--- src/rtl/accum_flag_regs.sv ---
// Accumulator A/B write-back stage with N/Z/C flag registers and branch evaluation.
// Optional A<->B exchange on iSwap is built only when ACCUM_SWAP_EN is defined.
module accum_flag_regs #(
    parameter int                WIDTH     = 8,
    parameter logic [WIDTH-1:0]  RESET_VAL = 8'h00
) (
    input  logic             Clock,
    input  logic             Reset,
    input  logic [WIDTH-1:0] iALUOut,
    input  logic             iN_A,
    input  logic             iZ_A,
    input  logic             iC_A,
    input  logic             iN_B,
    input  logic             iZ_B,
    input  logic             iC_B,
    input  logic             iRegOutputALU,
    input  logic             iWriteALU,
    input  logic             iCompare,
    input  logic             iLoadData,
    input  logic             iLoadSel,
    input  logic [WIDTH-1:0] iData,
    input  logic             iSwap,
    input  logic [2:0]       iBranchCond,
    output logic [WIDTH-1:0] oA,
    output logic [WIDTH-1:0] oB,
    output logic [2:0]       oFlagsA,
    output logic [2:0]       oFlagsB,
    output logic             oBranchTaken
);

    logic [WIDTH-1:0] a_r, b_r, a_nxt_s, b_nxt_s;
    logic [2:0]       fa_r, fb_r, fa_nxt_s, fb_nxt_s;
    logic             upd_s, upd_a_s, upd_b_s, wr_a_s, wr_b_s;
    logic             load_a_s, load_b_s, ld_n_s, ld_z_s, swap_s;

    assign upd_s    = iWriteALU | iCompare;
    assign upd_a_s  = upd_s & ~iRegOutputALU;
    assign upd_b_s  = upd_s & iRegOutputALU;
    assign wr_a_s   = iWriteALU & ~iRegOutputALU;
    assign wr_b_s   = iWriteALU & iRegOutputALU;
    assign load_a_s = iLoadData & ~iLoadSel;
    assign load_b_s = iLoadData & iLoadSel;
    assign ld_n_s   = iData[WIDTH-1];
    assign ld_z_s   = (iData == {WIDTH{1'b0}});

`ifdef ACCUM_SWAP_EN
    // Exchange only when no other strobe competes for the registers.
    assign swap_s = iSwap & ~upd_s & ~iLoadData;
`else
    logic swap_unused_s;
    assign swap_unused_s = iSwap;
    assign swap_s        = 1'b0;
`endif

    // Next-state: a load overrides data and N/Z of its target but keeps that target's C.
    always_comb begin
        a_nxt_s  = load_a_s ? iData : (wr_a_s ? iALUOut : (swap_s ? b_r : a_r));
        b_nxt_s  = load_b_s ? iData : (wr_b_s ? iALUOut : (swap_s ? a_r : b_r));
        fa_nxt_s = load_a_s ? {ld_n_s, ld_z_s, fa_r[0]}
                 : (upd_a_s ? {iN_A, iZ_A, iC_A} : (swap_s ? fb_r : fa_r));
        fb_nxt_s = load_b_s ? {ld_n_s, ld_z_s, fb_r[0]}
                 : (upd_b_s ? {iN_B, iZ_B, iC_B} : (swap_s ? fa_r : fb_r));
    end

    // Accumulator and flag registers.
    always_ff @(posedge Clock or negedge Reset) begin
        if (!Reset) begin
            a_r  <= RESET_VAL;
            b_r  <= RESET_VAL;
            fa_r <= 3'b000;
            fb_r <= 3'b000;
        end else begin
            a_r  <= a_nxt_s;
            b_r  <= b_nxt_s;
            fa_r <= fa_nxt_s;
            fb_r <= fb_nxt_s;
        end
    end

    // Branch condition decode from registered flags ({N,Z,C} ordering).
    always_comb begin
        oBranchTaken = 1'b0;
        case (iBranchCond)
            3'd0:    oBranchTaken = 1'b1;
            3'd1:    oBranchTaken = fa_r[1];
            3'd2:    oBranchTaken = ~fa_r[1];
            3'd3:    oBranchTaken = fa_r[0];
            3'd4:    oBranchTaken = fa_r[2];
            3'd5:    oBranchTaken = fb_r[1];
            3'd6:    oBranchTaken = fb_r[0];
            3'd7:    oBranchTaken = fb_r[2];
            default: oBranchTaken = 1'b0;
        endcase
    end

    assign oA      = a_r;
    assign oB      = b_r;
    assign oFlagsA = fa_r;
    assign oFlagsB = fb_r;

endmodule

--- config.mk ---
export PLATFORM = sky130hd
export DESIGN_NAME = accum_flag_regs
export DESIGN_NICKNAME = d
export VERILOG_FILES = /design/src/rtl/accum_flag_regs.sv
export SDC_FILE = /design/constraint.sdc
export NUM_CORES = 1
export LEC_CHECK = 0
export CAP_MARGIN = 20
export CORE_UTILIZATION = 44
export CTS_BUF_LIST = sky130_fd_sc_hd__clkbuf_8
export CTS_CLUSTER_SIZE = 16
export DETAILED_ROUTE_END_ITERATION = 6
export MAX_ROUTING_LAYER = met4
export PLACE_DENSITY = 0.95
export SLEW_MARGIN = 20
export SYNTH_ARGS = -nofsm -noshare
export SYNTH_HDL_FRONTEND = slang
export SYNTH_SLANG_ARGS = --single-unit
--- constraint.sdc ---
create_clock -name Clock -period 2.15 [get_ports Clock]
set_clock_uncertainty 0.15 [all_clocks]
set_input_delay 0.215 -clock Clock [delete_from_list [all_inputs] [get_ports Clock]]
set_output_delay 0.215 -clock Clock [all_outputs]
set_load 0.005 [all_outputs]
==> flow_summary.json <==
{
  "num_io_pins": 56,
  "relSlewSlack_pct": 58.64,
  "io_buffers": 54,
  "p_per_area_nw_per_um2": 712.1,
  "antenna_found_initial": 0,
  "path_cells": "clkdlybuf4s50_1, mux4_2, nand2_1, o21ai_1, dlygate4sd2_1",
  "ff2ff_setup_slack_ns": 1.11,
  "finalSetupViolCount": 0,
  "crit_arrival_ns": 1.68,
  "place.gp.congestion": 0.7876,
  "finalCriticalPeriod_ns": 2.048,
  "reg2reg_from": "oFlagsB[1]",
  "final.fill_count": 158,
  "insertion_delay_ns": 0.26,
  "root_buffer": "clkbuf_8",
  "cts.htree.levels": 1,
  "drive_gt1_share_pct": 8.805,
  "min_period_over_period_pct": 95.27,
  "ant_nets": 0,
  "fmax_ghz": 0.4882,
  "diodes": 0,
  "hp-class": "primary input to asynchronous set/reset pin",
  "slowest_stage": "mux4_2",
  "vias": 1035,
  "ys_seq_elements": 22,
  "preCtsSetupSlack_ns": -0.1154,
  "via_per_inst": 5.535,
  "start_util_pct": 47.61,
  "finalHoldViolations": 0,
  "numCtsBuffers": 3,
  "synthCells": 101,
  "nets": 193,
  "grt_max_degree": 23,
  "wl_per_cell_um": 17.01,
  "yosysSeqAreaShare_pct": 50.81,
  "area_growth_pct": 59.93,
  "rsz0062_at_grt": "false",
  "first_global_vias": 1082,
  "core_sq_um": 2276,
  "final_util_pct": 76.14,
  "drv_cap": 0,
  "worstMarginPinSlew_ns": 0.6189,
  "drc_errors": 0,
  "outcome": "finished, final reports clean",
  "finalWirelength_mm": 3.181,
  "drtPass1Iterations": 4,
  "track_usage_pct": 26.92,
  "synth_warnings": 0,
  "postLayoutSetupSlackWorst_ns": 0.1018,
  "slew_viol_final": 0,
  "cts_hold_buf": 0,
  "crit-reg2reg-capture": "oFlagsB[1]",
  "cts_tree": "done",
  "overflow": 0,
  "reg2reg_depth": 2,
  "synth_area_sq_um": 1084,
  "endpoint_kind": "primary output",
  "placementRows": 17,
  "critical_path_class": "primary input to primary output",
  "fin_setup_tns_ns": 0,
  "start_kind": "primary input",
  "critPathMaxFanout": 2,
  "dieHeight_um": 51.63,
  "ir_worst_vdd_mv": 0.6049,
  "synth_nets": 134,
  "die_w_um": 51.63,
  "hpwl_mm": 2.339,
  "cts_buffer_depth": 2,
  "drt_iter0_drc": 23,
  "cts_setup_buffers": 0,
  "clk_transition_reported_paths_ns": 0.08,
  "grt_first_pass_wirelength_mm": 4.940,
  "crit_required_ns": 1.78,
  "syn_avg_cell_area_sq_um": 10.73,
  "ys_types": 17,
  "dieArea_sq_um": 2665,
  "cts.sinks": 22,
  "leakagePower_uw": 0.0007856,
  "cpPeakStageDelay_ns": 0.51
}
## how the worst max path moves through the flow
stage	from	end	slack, ns	cells past startpoint
6_report	iBranchCond[0]	oBranchTaken	0.10	5
3_3_place_gp	iBranchCond[0]	oBranchTaken	0.02	5
3_5_place_dp	iBranchCond[0]	oBranchTaken	-0.12	5
4_1_cts	iBranchCond[0]	oBranchTaken	0.09	5
5_1_grt	iBranchCond[0]	oBranchTaken	0.09	5
2_1_floorplan	oFlagsB[2]	oBranchTaken	0.82	3
## state kept, by name, summed over array words and instances (netlist names)
register  cells
oFlagsA       3
oA            8
oFlagsB       3
oB            8
## layer usage
layer  global-route usage, %  routed length, um
met1                   27.72               1216
met2                   50.22               1773
met3                   4.386                132
met4                   11.26                 59
met5                       -                  0
## stage by stage
| stage | hold WS (ns) | instance area, sq um | std cells | power, uW |
|---|---|---|---|---|
| 4_1_cts | 0.1412 | 1733 | 187 | 1242 |
| 3_5_place_dp | 0.3760 | 1663 | 183 | 856.8 |
| 3_3_place_gp | 0.3709 | 1663 | 183 | 837.1 |
| 2_1_floorplan | -0.2306 | 1084 | 101 | 626.1 |
| 6_report | 0.1400 | 1733 | 187 | 1234 |
| 5_1_grt | 0.1546 | 1733 | 187 | 1288 |
## cells in the final DEF (no fill, tap or decap)
master,count
a21oi_1,23
a31oi_1,1
buf_4,4
bufinv_16,1
clkbuf_8,3
clkdlybuf4s50_1,53
dfrtp_1,22
dlygate4sd2_1,1
mux2_2,2
mux2i_1,21
mux4_2,1
nand2_1,2
nand2_2,1
nand2b_1,2
nor2_1,16
nor2b_1,1
nor4_1,2
o21ai_1,1
o21ai_2,1
o21bai_2,1
## cell families after synthesis
| family | share of synthesized area [%] |
|---|---|
| AO/OA/AOI/OAI | 13.51 |
| AND/OR/NAND/NOR | 9.701 |
| buffers and inverters | 2.424 |
| multiplexers | 23.56 |
| flip-flops | 50.81 |
## cell usage after synthesis
library cell,count,area [sq um]
a21oi_1,23,115.1
a31oi_1,1,6.260
buf_2,3,15.01
buf_6,1,11.26
dfrtp_1,22,550.5
mux2_2,2,22.52
mux2i_1,21,210.2
mux4_2,1,22.52
nand2_1,2,7.510
nand2_2,1,6.260
nand2b_1,2,12.51
nor2_1,16,60.06
nor2b_1,1,6.260
nor4_1,2,12.51
o21ai_1,1,5.000
o21ai_2,1,8.760
o21bai_2,1,11.26
## power breakdown
group | switching [uW] | internal, uW | total [uW]
registers | 41.2 | 471 | 512
logic | 124 | 215 | 339
clock network | 134 | 249 | 383
## final cells by class
class,instances,area (sq um),share of cell area (%)
Clock buffer,3,41.29,2.383
Clock inverter,1,30.03,1.733
Multi-Input combinational cell,75,506.7,29.24
Sequential cell,22,550.5,31.77
Tap cell,28,35.03,2.022
Timing Repair Buffer,58,569.3,32.85
## timing repair
| item | 4_1_cts | 5_1_grt |
|---|---|---|
| gates resized for setup | 1 | 0 |
| endpoints found under the hold margin | 0 | 0 |
| endpoints found under the setup margin | 1 | 0 |
## worst max-delay path: cells and delay by family
family,cells,cell delay [ns]
and+or+nand+nor,1,0.08
AOI/OAI and AO/OA,1,0.08
muxes,1,0.51
buffers and inverters,2,0.79
(Power assumes the default switching activity.)
